--- src/rtl/cmul_if.sv ---
// cmul_if: operand, multiplier and result handshake bundle for cmul_sequencer
interface cmul_if #(parameter int DATA_WIDTH = 32);
  logic                      in_valid;
  logic                      in_ready;
  logic [DATA_WIDTH-1:0]     in_ar, in_ai, in_br, in_bi;
  logic [DATA_WIDTH-1:0]     mul_a, mul_b;
  logic [2*DATA_WIDTH-1:0]   mul_p;
  logic                      out_valid;
  logic                      out_ready;
  logic [DATA_WIDTH-1:0]     out_re, out_im;
  logic                      out_sat;
  logic                      busy;
  modport master (
    output in_valid, in_ar, in_ai, in_br, in_bi, mul_p, out_ready,
    input  in_ready, mul_a, mul_b, out_valid, out_re, out_im, out_sat, busy
  );
  modport slave (
    input  in_valid, in_ar, in_ai, in_br, in_bi, mul_p, out_ready,
    output in_ready, mul_a, mul_b, out_valid, out_re, out_im, out_sat, busy
  );
endinterface

--- src/rtl/cmul_sequencer.sv ---
// cmul_sequencer: complex multiply over one shared registered multiplier, Q1.(W-1) out with saturation
// Define CMUL_ROUND_EN for round-half-up rescaling instead of floor truncation.
module cmul_sequencer #(
  parameter int DATA_WIDTH = 32
) (
  input logic   clk,
  input logic   aclr,
  cmul_if.slave bus
);
  localparam int W  = DATA_WIDTH;
  localparam int AW = 2 * W + 1;
  localparam logic signed [AW-1:0] MAXV = {{(W+2){1'b0}}, {(W-1){1'b1}}};
  localparam logic signed [AW-1:0] MINV = {{(W+2){1'b1}}, {(W-1){1'b0}}};
  typedef enum logic [2:0] {IDLE, RR, II, RI, IR, WB, OUT} state_t;
  state_t state, state_d;
  logic [W-1:0] ar, ai, br, bi;
  logic [W-1:0] re_o, im_o;
  logic signed [AW-1:0] acc_re, acc_im, acc_im_nxt, p_ext, re_s, im_s;
  logic re_sat, im_sat;
  assign p_ext          = {bus.mul_p[2*W-1], bus.mul_p};
  assign acc_im_nxt     = acc_im + p_ext;
  assign bus.in_ready   = state == IDLE;
  assign bus.busy       = state != IDLE;
  assign bus.out_valid  = state == OUT;
`ifdef CMUL_ROUND_EN
  localparam logic signed [AW-1:0] RND = {{(W+2){1'b0}}, 1'b1, {(W-2){1'b0}}};
  assign re_s = (acc_re + RND) >>> (W - 1);
  assign im_s = (acc_im_nxt + RND) >>> (W - 1);
`else
  assign re_s = acc_re >>> (W - 1);
  assign im_s = acc_im_nxt >>> (W - 1);
`endif
  always_comb begin
    state_d   = state == IDLE ? (bus.in_valid ? RR : IDLE)
              : state == OUT  ? (bus.out_ready ? IDLE : OUT)
              : state_t'(state + 3'd1);
    bus.mul_a = (state == RR || state == RI) ? ar : (state == II || state == IR) ? ai : '0;
    bus.mul_b = (state == RR || state == IR) ? br : (state == II || state == RI) ? bi : '0;
    re_sat    = re_s > MAXV || re_s < MINV;
    im_sat    = im_s > MAXV || im_s < MINV;
    re_o      = re_s > MAXV ? MAXV[W-1:0] : re_s < MINV ? MINV[W-1:0] : re_s[W-1:0];
    im_o      = im_s > MAXV ? MAXV[W-1:0] : im_s < MINV ? MINV[W-1:0] : im_s[W-1:0];
  end
  // each product arrives one cycle after its operands were issued
  always_ff @(posedge clk or negedge aclr) begin
    if (!aclr) begin
      state       <= IDLE;
      {ar, ai, br, bi} <= '0;
      acc_re      <= '0;
      acc_im      <= '0;
      bus.out_re  <= '0;
      bus.out_im  <= '0;
      bus.out_sat <= 1'b0;
    end else begin
      state <= state_d;
      if (state == IDLE && bus.in_valid) {ar, ai, br, bi} <= {bus.in_ar, bus.in_ai, bus.in_br, bus.in_bi};
      if (state == II) acc_re <= p_ext;
      if (state == RI) acc_re <= acc_re - p_ext;
      if (state == IR) acc_im <= p_ext;
      if (state == WB) begin
        acc_im      <= acc_im_nxt;
        bus.out_re  <= re_o;
        bus.out_im  <= im_o;
        bus.out_sat <= re_sat | im_sat;
      end
    end
  end
endmodule

--- src/flat_wrapper.sv ---
// flat-port wrapper written by rule: the top's interface ports become plain ports
module cmul_sequencer_flat 
#(
  parameter int DATA_WIDTH = 32
)
  (clk, aclr, bus_in_valid, bus_in_ar, bus_in_ai, bus_in_br, bus_in_bi, bus_mul_p, bus_out_ready, bus_in_ready, bus_mul_a, bus_mul_b, bus_out_valid, bus_out_re, bus_out_im, bus_out_sat, bus_busy);
  cmul_if #(.DATA_WIDTH(DATA_WIDTH)) bus_i ();
  input logic clk;
  input logic aclr;
  input wire logic [$bits(bus_i.in_valid)-1:0] bus_in_valid;
  input wire logic [$bits(bus_i.in_ar)-1:0] bus_in_ar;
  input wire logic [$bits(bus_i.in_ai)-1:0] bus_in_ai;
  input wire logic [$bits(bus_i.in_br)-1:0] bus_in_br;
  input wire logic [$bits(bus_i.in_bi)-1:0] bus_in_bi;
  input wire logic [$bits(bus_i.mul_p)-1:0] bus_mul_p;
  input wire logic [$bits(bus_i.out_ready)-1:0] bus_out_ready;
  output wire logic [$bits(bus_i.in_ready)-1:0] bus_in_ready;
  output wire logic [$bits(bus_i.mul_a)-1:0] bus_mul_a;
  output wire logic [$bits(bus_i.mul_b)-1:0] bus_mul_b;
  output wire logic [$bits(bus_i.out_valid)-1:0] bus_out_valid;
  output wire logic [$bits(bus_i.out_re)-1:0] bus_out_re;
  output wire logic [$bits(bus_i.out_im)-1:0] bus_out_im;
  output wire logic [$bits(bus_i.out_sat)-1:0] bus_out_sat;
  output wire logic [$bits(bus_i.busy)-1:0] bus_busy;
  assign bus_i.in_valid = bus_in_valid;
  assign bus_i.in_ar = bus_in_ar;
  assign bus_i.in_ai = bus_in_ai;
  assign bus_i.in_br = bus_in_br;
  assign bus_i.in_bi = bus_in_bi;
  assign bus_i.mul_p = bus_mul_p;
  assign bus_i.out_ready = bus_out_ready;
  assign bus_in_ready = bus_i.in_ready;
  assign bus_mul_a = bus_i.mul_a;
  assign bus_mul_b = bus_i.mul_b;
  assign bus_out_valid = bus_i.out_valid;
  assign bus_out_re = bus_i.out_re;
  assign bus_out_im = bus_i.out_im;
  assign bus_out_sat = bus_i.out_sat;
  assign bus_busy = bus_i.busy;
  cmul_sequencer #(.DATA_WIDTH(DATA_WIDTH)) u_core (.clk(clk), .aclr(aclr), .bus(bus_i));
endmodule
--- config.mk ---
export PLATFORM = sky130hd
export DESIGN_NAME = cmul_sequencer_flat
export DESIGN_NICKNAME = d
export VERILOG_FILES = /design/src/rtl/cmul_if.sv /design/src/rtl/cmul_sequencer.sv /design/src/flat_wrapper.sv
export SDC_FILE = /design/constraint.sdc
export NUM_CORES = 1
export LEC_CHECK = 0
export ABC_AREA = 0
export CORE_MARGIN = 2
export CORE_UTILIZATION = 50
export CTS_CLUSTER_SIZE = 12
export DETAILED_ROUTE_END_ITERATION = 12
export PLACE_DENSITY = 0.84
export SLEW_MARGIN = 20
export SYNTH_ARGS = -nofsm -noshare
export SYNTH_HDL_FRONTEND = slang
export SYNTH_SLANG_ARGS = --single-unit
--- constraint.sdc ---
create_clock -name clk -period 4.7 [get_ports clk]
set_clock_uncertainty 0.05 [all_clocks]
set_input_delay 0.705 -clock clk [delete_from_list [all_inputs] [get_ports clk]]
set_output_delay 0.705 -clock clk [all_outputs]
set_load 0.01 [all_outputs]
After elaboration in Yosys (flattened, before gate mapping)
Index checks and enable logic that the tools add are counted.
{ "classes": {"multipliers": 0, "eq_ne": 6, "add_sub_neg": 3, "magnitude_cmp": 4, "n_reduce_logical": 11, "muxes": 16, "n_bitwise": 1, "n_shift": 0, "n_div": 0} }
{ "ops": {"columns": ["operator", "count"], "rows": [
  ["two-way mux 65 bit", 4],
  ["two-way mux 32 bit", 8],
  ["> comparator 34 x 32 -> 1 bit, second input constant", 2],
  ["less-than comparator 34 x 32 -> 1 bit, second input constant", 2],
  ["adder 65 x 64 -> 65 bit", 1],
  ["subtractor 65 x 64 -> 65 bit", 1],
  ["equality test 3 bit, second input constant", 3],
  ["two-way mux 3 bit", 3],
  ["equality test 3 x 2 -> 1 bit, second input constant", 2],
  ["logical OR 1 bit", 6],
  ["nonzero test 2 bit", 2],
  ["adder 3 x 1 -> 3 bit, second input constant", 1],
  ["equality test 3 x 1 -> 1 bit, second input constant", 1],
  ["zero test 3 bit", 1],
  ["nonzero test 3 bit", 1],
  ["logical AND 1 bit", 1],
  ["two-way mux 1 bit", 1],
  ["bitwise OR 1 bit", 1]
]} }
{ "word_totals": {"input_bits": 196, "romBits": 0, "ramBits": 0, "latchBits": 0, "n_memories": 0, "register_bits": 326} }

Longest topological paths before layout
Gate-level depths: netlist of run 1.
{ "depth": {"ltp_word": 4, "mapped_depth": 14} }

Least setup slack after synthesis of run 1
No wires, ideal clock.
{ "synth_path": {"path_type": "input -> register", "start": "input port bus_mul_p[0]", "end": "register u_core.bus.out_im[27]", "setup_time_ps": 99, "path_slack_ps": 1096, "arrival_time_ps": 3455, "cell_stages": 14, "required_time_ps": 4551, "path_buffers": 2, "path_cell_list": "ha_1 fa_1 a211oi_1 nor2_1 o221ai_2 a31o_2 a21oi_2 nor3_2 o21bai_1 a221o_1 buf_4 and2_4 buf_6 o311ai_4"} }
{ "synth_via": {"elab_chain_cells": 4, "word_cells_on_any_way": 5, "classes_between": "add/sub: 1; order compare: 2; mux: 2"} }
{ "synth_lines": {"columns": ["element", "line", "source"], "rows": [
  ["start, declared", "flat_wrapper.sv:15", "input wire logic [$bits(bus_i.mul_p)-1:0] bus_mul_p;"],
  ["adder 65 x 64 -> 65 bit *", "cmul_sequencer.sv:21", "assign acc_im_nxt = acc_im + p_ext;"],
  ["less-than comparator 34 x 32 -> 1 bit", "cmul_sequencer.sv:42", "im_o = im_s > MAXV ? MAXV[W-1:0] : im_s < MINV ? MINV[W-1:0] : im_s[W-1:0];"],
  ["two-way mux 32 bit", "cmul_sequencer.sv:42", null],
  ["two-way mux 32 bit *", "cmul_sequencer.sv:42", null],
  ["end signal, assigned", "cmul_sequencer.sv:63", "bus.out_im <= im_o;"],
  ["end, declared", "cmul_if.sv:19", "output in_ready, mul_a, mul_b, out_valid, out_re, out_im, out_sat, busy"]
]} }
Mark *: on every way between the ends. The rest lies on a longest branch, timed or not.
A chain may end at the register's enable or synchronous reset.

Worst setup path in the final report of run 1
{ "layout_path": {"start": "register u_core.state[2]", "end": "output port bus_mul_a[24]"} }
{ "layout_via": {"elab_chain_cells": 4, "word_cells_on_any_way": 8, "classes_between": "eq/ne: 4; mux: 2; reduce/logical: 2"} }
{ "layout_lines": {"columns": ["element", "line", "source"], "rows": [
  ["start, declared", "cmul_sequencer.sv:15", "state_t state, state_d;"],
  ["start signal, assigned", "cmul_sequencer.sv:55", "state <= state_d;"],
  ["equality test 3 x 2 -> 1 bit / equality test 3 bit (equally long branches)", "cmul_sequencer.sv:37", "bus.mul_a = (state == RR || state == RI) ? ar : (state == II || state == IR) ? ai : '0;"],
  ["logical OR 1 bit", "cmul_sequencer.sv:37", null],
  ["two-way mux 32 bit", "cmul_sequencer.sv:37", null],
  ["two-way mux 32 bit *", "cmul_sequencer.sv:37", null],
  ["end, declared", "flat_wrapper.sv:18", "output wire logic [$bits(bus_i.mul_a)-1:0] bus_mul_a;"]
]} }
Marks and branches as above.

==> impl_metrics.xml, run 1 <==
<?xml version="1.0" encoding="UTF-8"?>
<metrics>
  <group name="synth">
    <metric name="synth.distinct_cells" unit="">89</metric>
    <metric name="synth_warnings" unit="">0</metric>
    <metric name="synth_top_family_by_area" unit="">compound AO/OA/AOI/OAI gates</metric>
    <metric name="avgSynthCellArea" unit="um^2">9.200</metric>
    <metric name="yosys.area_share.xor_xnor" unit="%">4.452</metric>
    <metric name="synth_fp_nets" unit="">2726</metric>
    <metric name="post_synth_top_flop" unit="">dfrtp_1</metric>
    <metric name="area_fraction_in_compound_gates_after_synthesis" unit="%">23.48</metric>
    <metric name="cell_count_after_synthesis" unit="">2395</metric>
    <metric name="synth.mux.area_fraction" unit="%">10.36</metric>
    <metric name="synth_simple_gate_area_share" unit="%">12.51</metric>
    <metric name="synth-adder-area-share" unit="%">7.734</metric>
    <metric name="synthesis.area" unit="um^2">22030</metric>
    <metric name="synth_seq_area_share" unit="%">37.02</metric>
    <metric name="synth_edf_count" unit="">0</metric>
    <metric name="ys_async_sr_fraction" unit="%">100.0</metric>
    <metric name="synth-seq-cells" unit="">326</metric>
  </group>
  <group name="cts">
    <metric name="post_cts.resized_instances" unit="">0</metric>
    <metric name="cts_max_level" unit="">2</metric>
    <metric name="cts.path.max_buffers" unit="">3</metric>
    <metric name="post-cts-setup-buffer-count" unit="">0</metric>
    <metric name="clkLatencyLatePin" unit="ps">560</metric>
    <metric name="root_buffer" unit="">clkbuf_16</metric>
    <metric name="ctsHoldBuffers" unit="">0</metric>
    <metric name="path_clk_slew" unit="ps">60</metric>
    <metric name="clock-sinks" unit="">326</metric>
    <metric name="cts_tree" unit="">yes</metric>
    <metric name="numCtsBuffers" unit="">38</metric>
  </group>
  <group name="min_path">
    <metric name="holdCritPathClass" unit="">primary input to asynchronous set/reset pin</metric>
  </group>
  <group name="placed_design">
    <metric name="port_buffers" unit="">327</metric>
    <metric name="gp_congestion" unit="">1.003</metric>
    <metric name="hpwl" unit="um">53280</metric>
    <metric name="place_worst_setup_slack" unit="ps">41.60</metric>
  </group>
  <group name="floorplanning">
    <metric name="overall_die_area" unit="um^2">45770</metric>
    <metric name="fp.dieH" unit="um">213.9</metric>
    <metric name="core_area" unit="um^2">43270</metric>
    <metric name="floorplan.rows" unit="">76</metric>
    <metric name="dieWidth" unit="um">213.9</metric>
    <metric name="ioPinCount" unit="">328</metric>
    <metric name="initial_utilization" unit="%">50.93</metric>
  </group>
  <group name="status">
    <metric name="status" unit="">finished clean</metric>
  </group>
  <group name="timing">
    <metric name="fin_tns_setup" unit="ps">0</metric>
    <metric name="achievable-frequency" unit="GHz">0.2288</metric>
    <metric name="hold_viol" unit="">0</metric>
    <metric name="rsz0062_at_grt" unit="">no</metric>
    <metric name="worst_slack" unit="ps">328.8</metric>
    <metric name="timing.slew.headroom" unit="%">31.03</metric>
    <metric name="fin_worst_hold_slack" unit="ps">89.35</metric>
    <metric name="finalWorstPathRequiredPeriod" unit="ps">4371</metric>
    <metric name="report.final.slew_viol_count" unit="">0</metric>
    <metric name="tightestPinTransition" unit="ps">1031</metric>
    <metric name="post-route-period-util" unit="%">93.01</metric>
    <metric name="final-setup-viol-count" unit="">0</metric>
  </group>
  <group name="worst_setup_path">
    <metric name="worst_r2r_startpoint" unit="">u_core.acc_im[0]</metric>
    <metric name="worst_setup_path_startpoint" unit="">u_core.state[2]</metric>
    <metric name="worst-setup-path-type" unit="">flop to output port</metric>
    <metric name="crit_required" unit="ps">3940</metric>
    <metric name="critPathMaxFanout" unit="">61</metric>
    <metric name="cp-start-kind" unit="">flop</metric>
    <metric name="timing.critical_path.arrival" unit="ps">3620</metric>
    <metric name="end_kind" unit="">output port</metric>
  </group>
  <group name="global_routing">
    <metric name="grt_pass1_vias" unit="">20484</metric>
    <metric name="grt_overall_usage" unit="%">30.67</metric>
    <metric name="maximum_number_of_pins_on_one_net_before_global_route_repair" unit="">92</metric>
    <metric name="overflow" unit="">0</metric>
    <metric name="initial_antenna_violation_count" unit="">1</metric>
    <metric name="grt_pass1_wl" unit="um">112900</metric>
  </group>
  <group name="cells_and_area">
    <metric name="layout-drive-gt1-share" unit="%">12.12</metric>
    <metric name="finish.utilization" unit="%">63.84</metric>
    <metric name="final_nets" unit="">3047</metric>
    <metric name="highest_count_cells_in_the_layout_ignoring_fill_and_taps" unit="">clkdlybuf4s50_1, dfrtp_1, nand2_1</metric>
    <metric name="area_growth" unit="%">25.35</metric>
  </group>
  <group name="route">
    <metric name="post_drt_wl_per_cell" unit="um">21.49</metric>
    <metric name="wirelength" unit="um">71460</metric>
    <metric name="drt_pre_antenna_iters" unit="">5</metric>
    <metric name="drt-initial-drc-count" unit="">1923</metric>
    <metric name="vias" unit="">20266</metric>
    <metric name="routed_via_density" unit="">6.095</metric>
    <metric name="ant_nets" unit="">0</metric>
    <metric name="drc" unit="">0</metric>
  </group>
  <group name="power_and_ir_drop">
    <metric name="leakage" unit="nW">12.28</metric>
    <metric name="power.ir.vdd_worst" unit="mV">0.4823</metric>
    <metric name="power_density" unit="nW/um^2">770.0</metric>
  </group>
  <group name="run">
    <metric name="cap_violations" unit="">0</metric>
  </group>
</metrics>
-- cells in the mapped netlist (26+ instances only) --
| library cell | n | area share (%) |
|---|---|---|
| xnor2_1 | 73 | 2.9 |
| mux2_2 | 128 | 6.5 |
| nand3_1 | 28 | 0.64 |
| o21bai_1 | 28 | 0.95 |
| nand2_1 | 247 | 4.2 |
| dfrtp_1 | 326 | 37 |
| a221o_1 | 37 | 1.7 |
| xor2_1 | 39 | 1.6 |
| a21o_1 | 69 | 2.4 |
| mux2i_1 | 84 | 3.8 |
| a21oi_1 | 172 | 3.9 |
| ha_1 | 133 | 7.6 |
| inv_1 | 114 | 1.9 |
| nor3_1 | 26 | 0.59 |
| clkbuf_1 | 116 | 2.0 |
| nand4_1 | 32 | 0.91 |
| a22o_1 | 68 | 2.7 |
| nor2_1 | 164 | 2.8 |
| o21ai_0 | 169 | 3.8 |
-- routing by layer --
| layer | vias to the layer above | track usage [%] | wire, um |
|---|---|---|---|
| met5 | - | 0 | 0 |
| met4 | 0 | 11.56 | 2702 |
| met3 | 155 | 6.745 | 6494 |
| met2 | 969 | 50.61 | 32960 |
| met1 | 9768 | 39.42 | 29300 |
| li1 | 9374 | - | - |
-- worst max-delay path: stages (launching register included) --
cell,delay [ps]
dfrtp_1,340
clkinv_1,400
ha_4,530
nand2b_1,230
buf_4,240
a21oi_2,140
buf_4,350
a22o_1,240
clkdlybuf4s50_1,600
-- through the flow --
| step | cell area (um^2) | total power [mW] | cells |
|---|---|---|---|
| CTS | 27610 | 21.15 | 3324 |
| global route | 27620 | 22.66 | 3325 |
| floorplan | 22030 | 13.38 | 2395 |
| detailed placement | 26270 | 17.78 | 3261 |
| global placement | 26270 | 17.42 | 3261 |
| finish | 27620 | 21.27 | 3325 |
-- registers in the layout, indices dropped and copies added (netlist names) --
| name | cells |
|---|---|
| u_core.state | 3 |
| u_core.bus.out_sat | 1 |
| u_core.ar | 32 |
| u_core.acc_re | 65 |
| u_core.br | 32 |
| u_core.ai | 32 |
| u_core.acc_im | 65 |
| u_core.bus.out_re | 32 |
| u_core.bi | 32 |
| u_core.bus.out_im | 32 |
-- where the power goes --
part / switching, mW / total (mW) / internal, mW
Sequential: 0.935 / 5.18 / 4.24
Clock: 1.23 / 3.23 / 2.00
Combinational: 6.97 / 12.9 / 5.89
Total: 9.14 / 21.3 / 12.1
-- cell type report --
type                    instances  area [um^2]
inverters                     115        431.7
multi-input cells            1817        12960
repair buffers                418         3999
flip-flops and latches        326         8158
well taps                     585        732.0
clock inverters                15        260.3
diodes                          1        2.502
clock buffers                  48         1080
fillers                      3438        15650
-- cells by family (layout without fill, tap and decap cells) --
logic type | after synthesis | after routing
XOR/XNOR | 112 | 112
AND/OR/NAND/NOR | 605 | 605
adder cells (fa/ha/maj) | 135 | 135
multiplexers | 212 | 212
other | 0 | 1
buffers and inverters | 252 | 596
AO/OA/AOI/OAI | 753 | 753
flip-flops | 326 | 326
-- worst paths after layout --
path | slack, ps | cells after the start | to
setup / recovery | 330 | 8 | bus_mul_a[24]
hold reg to reg | 440 | 2 | u_core.bus.out_re[16]
max in group asynchronous | 3410 | 2 | u_core.ar[10]
min in group clk | 440 | 2 | u_core.bus.out_re[16]
setup reg to reg | 790 | 12 | u_core.acc_im[54]
hold / removal | 90 | 1 | u_core.acc_im[24]
Power figures use the tool's default switching activity.
==> inputs of run 2 (changes only) <==
==> constraint.sdc (replaced) <==
create_clock -name clk -period 4.85 [get_ports clk]
set_clock_uncertainty 0.05 [all_clocks]
set_input_delay 0.7275 -clock clk [delete_from_list [all_inputs] [get_ports clk]]
set_output_delay 0.7275 -clock clk [all_outputs]
set_load 0.01 [all_outputs]
==> run 2 against run 1 <==
- via count fell by 0.19%
- combinational power fell by 4%
- critical path type unchanged
- utilization shrank 0.16 points
- power decreased by 3.6%
- register-to-register slack gained 180 ps
- critical path depth decreased by 1
- sequential power fell by 3%
- wire length down 0.49%
- worst setup slack better by 360 ps
- largest power group unchanged
- final area shrank 0.25%
- largest cell class unchanged
==> impl_metrics.xml, run 2 (synthesized netlist as in run 1, its figures left out) <==
<?xml version="1.0" encoding="UTF-8"?>
<metrics>
  <group name="worst_setup_path">
    <metric name="critical_path.slowest_cell" unit="">clkdlybuf4s50_1</metric>
    <metric name="worst_r2r_startpoint" unit="">u_core.acc_im[0]</metric>
    <metric name="max_stage_delay" unit="ps">610</metric>
    <metric name="worst-setup-path-type" unit="">flop to output port</metric>
    <metric name="cp-start-kind" unit="">flop</metric>
    <metric name="critPathMaxFanout" unit="">61</metric>
    <metric name="crit_required" unit="ps">4070</metric>
    <metric name="timing.critical_path.arrival" unit="ps">3380</metric>
    <metric name="r2r.worst_path.cells" unit="">13</metric>
    <metric name="crit_chain" unit="">clkinv_1, ha_4, nand2b_1, a21oi_2, buf_4, a22o_1, clkdlybuf4s50_1</metric>
    <metric name="end_kind" unit="">output port</metric>
    <metric name="r2r-end" unit="">u_core.bus.out_im[23]</metric>
    <metric name="worst_setup_slack_for_register_to_register_paths" unit="ps">970</metric>
  </group>
  <group name="timing">
    <metric name="timing.slew.headroom" unit="%">25.32</metric>
    <metric name="rsz0062_at_grt" unit="">no</metric>
    <metric name="achievable-frequency" unit="GHz">0.2403</metric>
    <metric name="report.final.slew_viol_count" unit="">0</metric>
    <metric name="post-route-period-util" unit="%">85.80</metric>
    <metric name="fin_worst_hold_slack" unit="ps">86.43</metric>
    <metric name="final-setup-viol-count" unit="">0</metric>
    <metric name="tightestPinTransition" unit="ps">1116</metric>
    <metric name="finalWorstPathRequiredPeriod" unit="ps">4161</metric>
    <metric name="fin_tns_setup" unit="ps">0</metric>
    <metric name="hold_viol" unit="">0</metric>
  </group>
  <group name="cells_and_area">
    <metric name="final_nets" unit="">3039</metric>
    <metric name="highest_count_cells_in_the_layout_ignoring_fill_and_taps" unit="">clkdlybuf4s50_1, dfrtp_1, nand2_1</metric>
    <metric name="n_antenna_cell" unit="">0</metric>
    <metric name="number_of_standard_cells_in_the_final_layout_excluding_fillers" unit="">3320</metric>
    <metric name="finish.utilization" unit="%">63.68</metric>
    <metric name="reg_top3" unit="">u_core.acc_im (65), u_core.acc_re (65)</metric>
    <metric name="area_growth" unit="%">25.03</metric>
    <metric name="layout-drive-gt1-share" unit="%">11.66</metric>
  </group>
  <group name="power_and_ir_drop">
    <metric name="power.sequential.fraction" unit="%">24.4</metric>
    <metric name="intPower" unit="mW">11.69</metric>
    <metric name="pwr-share-clk" unit="%">15.2</metric>
    <metric name="power.net_switching" unit="mW">8.803</metric>
    <metric name="switching_power_share_of_the_total" unit="%">42.96</metric>
    <metric name="power.combinational.fraction" unit="%">60.4</metric>
    <metric name="leakage" unit="nW">12.23</metric>
    <metric name="power_density" unit="nW/um^2">743.8</metric>
    <metric name="power.ir.vdd_worst" unit="mV">0.5553</metric>
  </group>
  <group name="cts">
    <metric name="clock-sinks" unit="">326</metric>
    <metric name="root_buffer" unit="">clkbuf_16</metric>
    <metric name="path_clk_slew" unit="ps">60</metric>
    <metric name="clkLatencyLatePin" unit="ps">560</metric>
    <metric name="cts_tree" unit="">yes</metric>
    <metric name="ctsHoldBuffers" unit="">0</metric>
    <metric name="post-cts-setup-buffer-count" unit="">0</metric>
    <metric name="cts_max_level" unit="">2</metric>
    <metric name="cts.path.max_buffers" unit="">3</metric>
    <metric name="post_cts.resized_instances" unit="">0</metric>
    <metric name="numCtsBuffers" unit="">38</metric>
  </group>
  <group name="floorplanning">
    <metric name="initial_utilization" unit="%">50.93</metric>
    <metric name="floorplan.rows" unit="">76</metric>
    <metric name="core_area" unit="um^2">43270</metric>
    <metric name="overall_die_area" unit="um^2">45770</metric>
    <metric name="dieWidth" unit="um">213.9</metric>
    <metric name="fp.dieH" unit="um">213.9</metric>
    <metric name="ioPinCount" unit="">328</metric>
  </group>
  <group name="global_routing">
    <metric name="overflow" unit="">0</metric>
    <metric name="grt_pass1_vias" unit="">20316</metric>
    <metric name="grt_pass1_wl" unit="um">112400</metric>
    <metric name="grt_overall_usage" unit="%">30.61</metric>
    <metric name="initial_antenna_violation_count" unit="">0</metric>
    <metric name="maximum_number_of_pins_on_one_net_before_global_route_repair" unit="">102</metric>
  </group>
  <group name="route">
    <metric name="vias" unit="">20227</metric>
    <metric name="ant_nets" unit="">0</metric>
    <metric name="drt-initial-drc-count" unit="">1870</metric>
    <metric name="wirelength" unit="um">71110</metric>
    <metric name="routed_via_density" unit="">6.092</metric>
    <metric name="drt_pre_antenna_iters" unit="">8</metric>
    <metric name="drc" unit="">0</metric>
    <metric name="post_drt_wl_per_cell" unit="um">21.42</metric>
  </group>
  <group name="placed_design">
    <metric name="post-place-cells" unit="">3253</metric>
    <metric name="port_buffers" unit="">327</metric>
    <metric name="hpwl" unit="um">53550</metric>
    <metric name="gp_congestion" unit="">0.9826</metric>
  </group>
  <group name="run">
    <metric name="cap_violations" unit="">0</metric>
  </group>
  <group name="min_path">
    <metric name="holdCritPathClass" unit="">primary input to asynchronous set/reset pin</metric>
  </group>
  <group name="status">
    <metric name="status" unit="">finished clean</metric>
  </group>
</metrics>
## run 2: power by group through the flow
stage	clock [mW]	sequential (mW)	combinational, mW
6_report	3.11	5.00	12.4
5_1_grt	3.26	5.13	13.5
4_1_cts	3.15	4.97	12.3
3_5_place_dp	0	4.99	12.2
3_3_place_gp	0	4.89	11.9
2_1_floorplan	0	4.81	8.15
## run 2: metrics by stage
step	worst slack [ps]	area (um^2)	total power, mW
6_report	688.8	27550	20.49
5_1_grt	445.7	27550	21.85
4_1_cts	647.8	27540	20.41
3_5_place_dp	211.9	26210	17.17
3_3_place_gp	203.6	26210	16.80
2_1_floorplan	1224	22030	12.96
## run 2: layout make-up
type	instances	area (um^2)
Sequential cell	326	8158
Inverter	115	431.7
Clock buffer	54	1082
Multi-Input combinational cell	1817	12950
Tap cell	585	732.0
Timing Repair Buffer	410	3939
Clock inverter	13	252.7
Fill cell	3466	15720
## run 2: critical path: cells and delay by family, from the launching register on
kind	cells	cell delay [ps]
buffers and inverters	3	1380
adder cells (fa/ha/maj)	1	520
flip-flops	1	350
AO/OA/AOI/OAI	2	310
AND/OR/NAND/NOR	1	270
## run 2: worst max-delay path by stage
stage,from,end,slack (ps),depth (start not counted)
3_5_place_dp,bus_mul_p[0],u_core.acc_im[54],210,14
6_report,u_core.state[2],bus_mul_a[14],690,7
4_1_cts,u_core.state[2],bus_mul_a[23],650,7
3_3_place_gp,bus_mul_p[0],u_core.bus.out_im[23],200,14
2_1_floorplan,bus_mul_p[0],u_core.bus.out_im[27],1220,14
5_1_grt,bus_mul_p[0],u_core.bus.out_im[23],450,14
## run 2: routing by layer
metal	GRT usage, %	share of wire [%]	up-vias
met3	7.185	8.8	156
met1	38.74	41	9827
li1	-	-	9372
met2	50.44	46	872
met4	12.52	4.1	0
met5	0	0	-
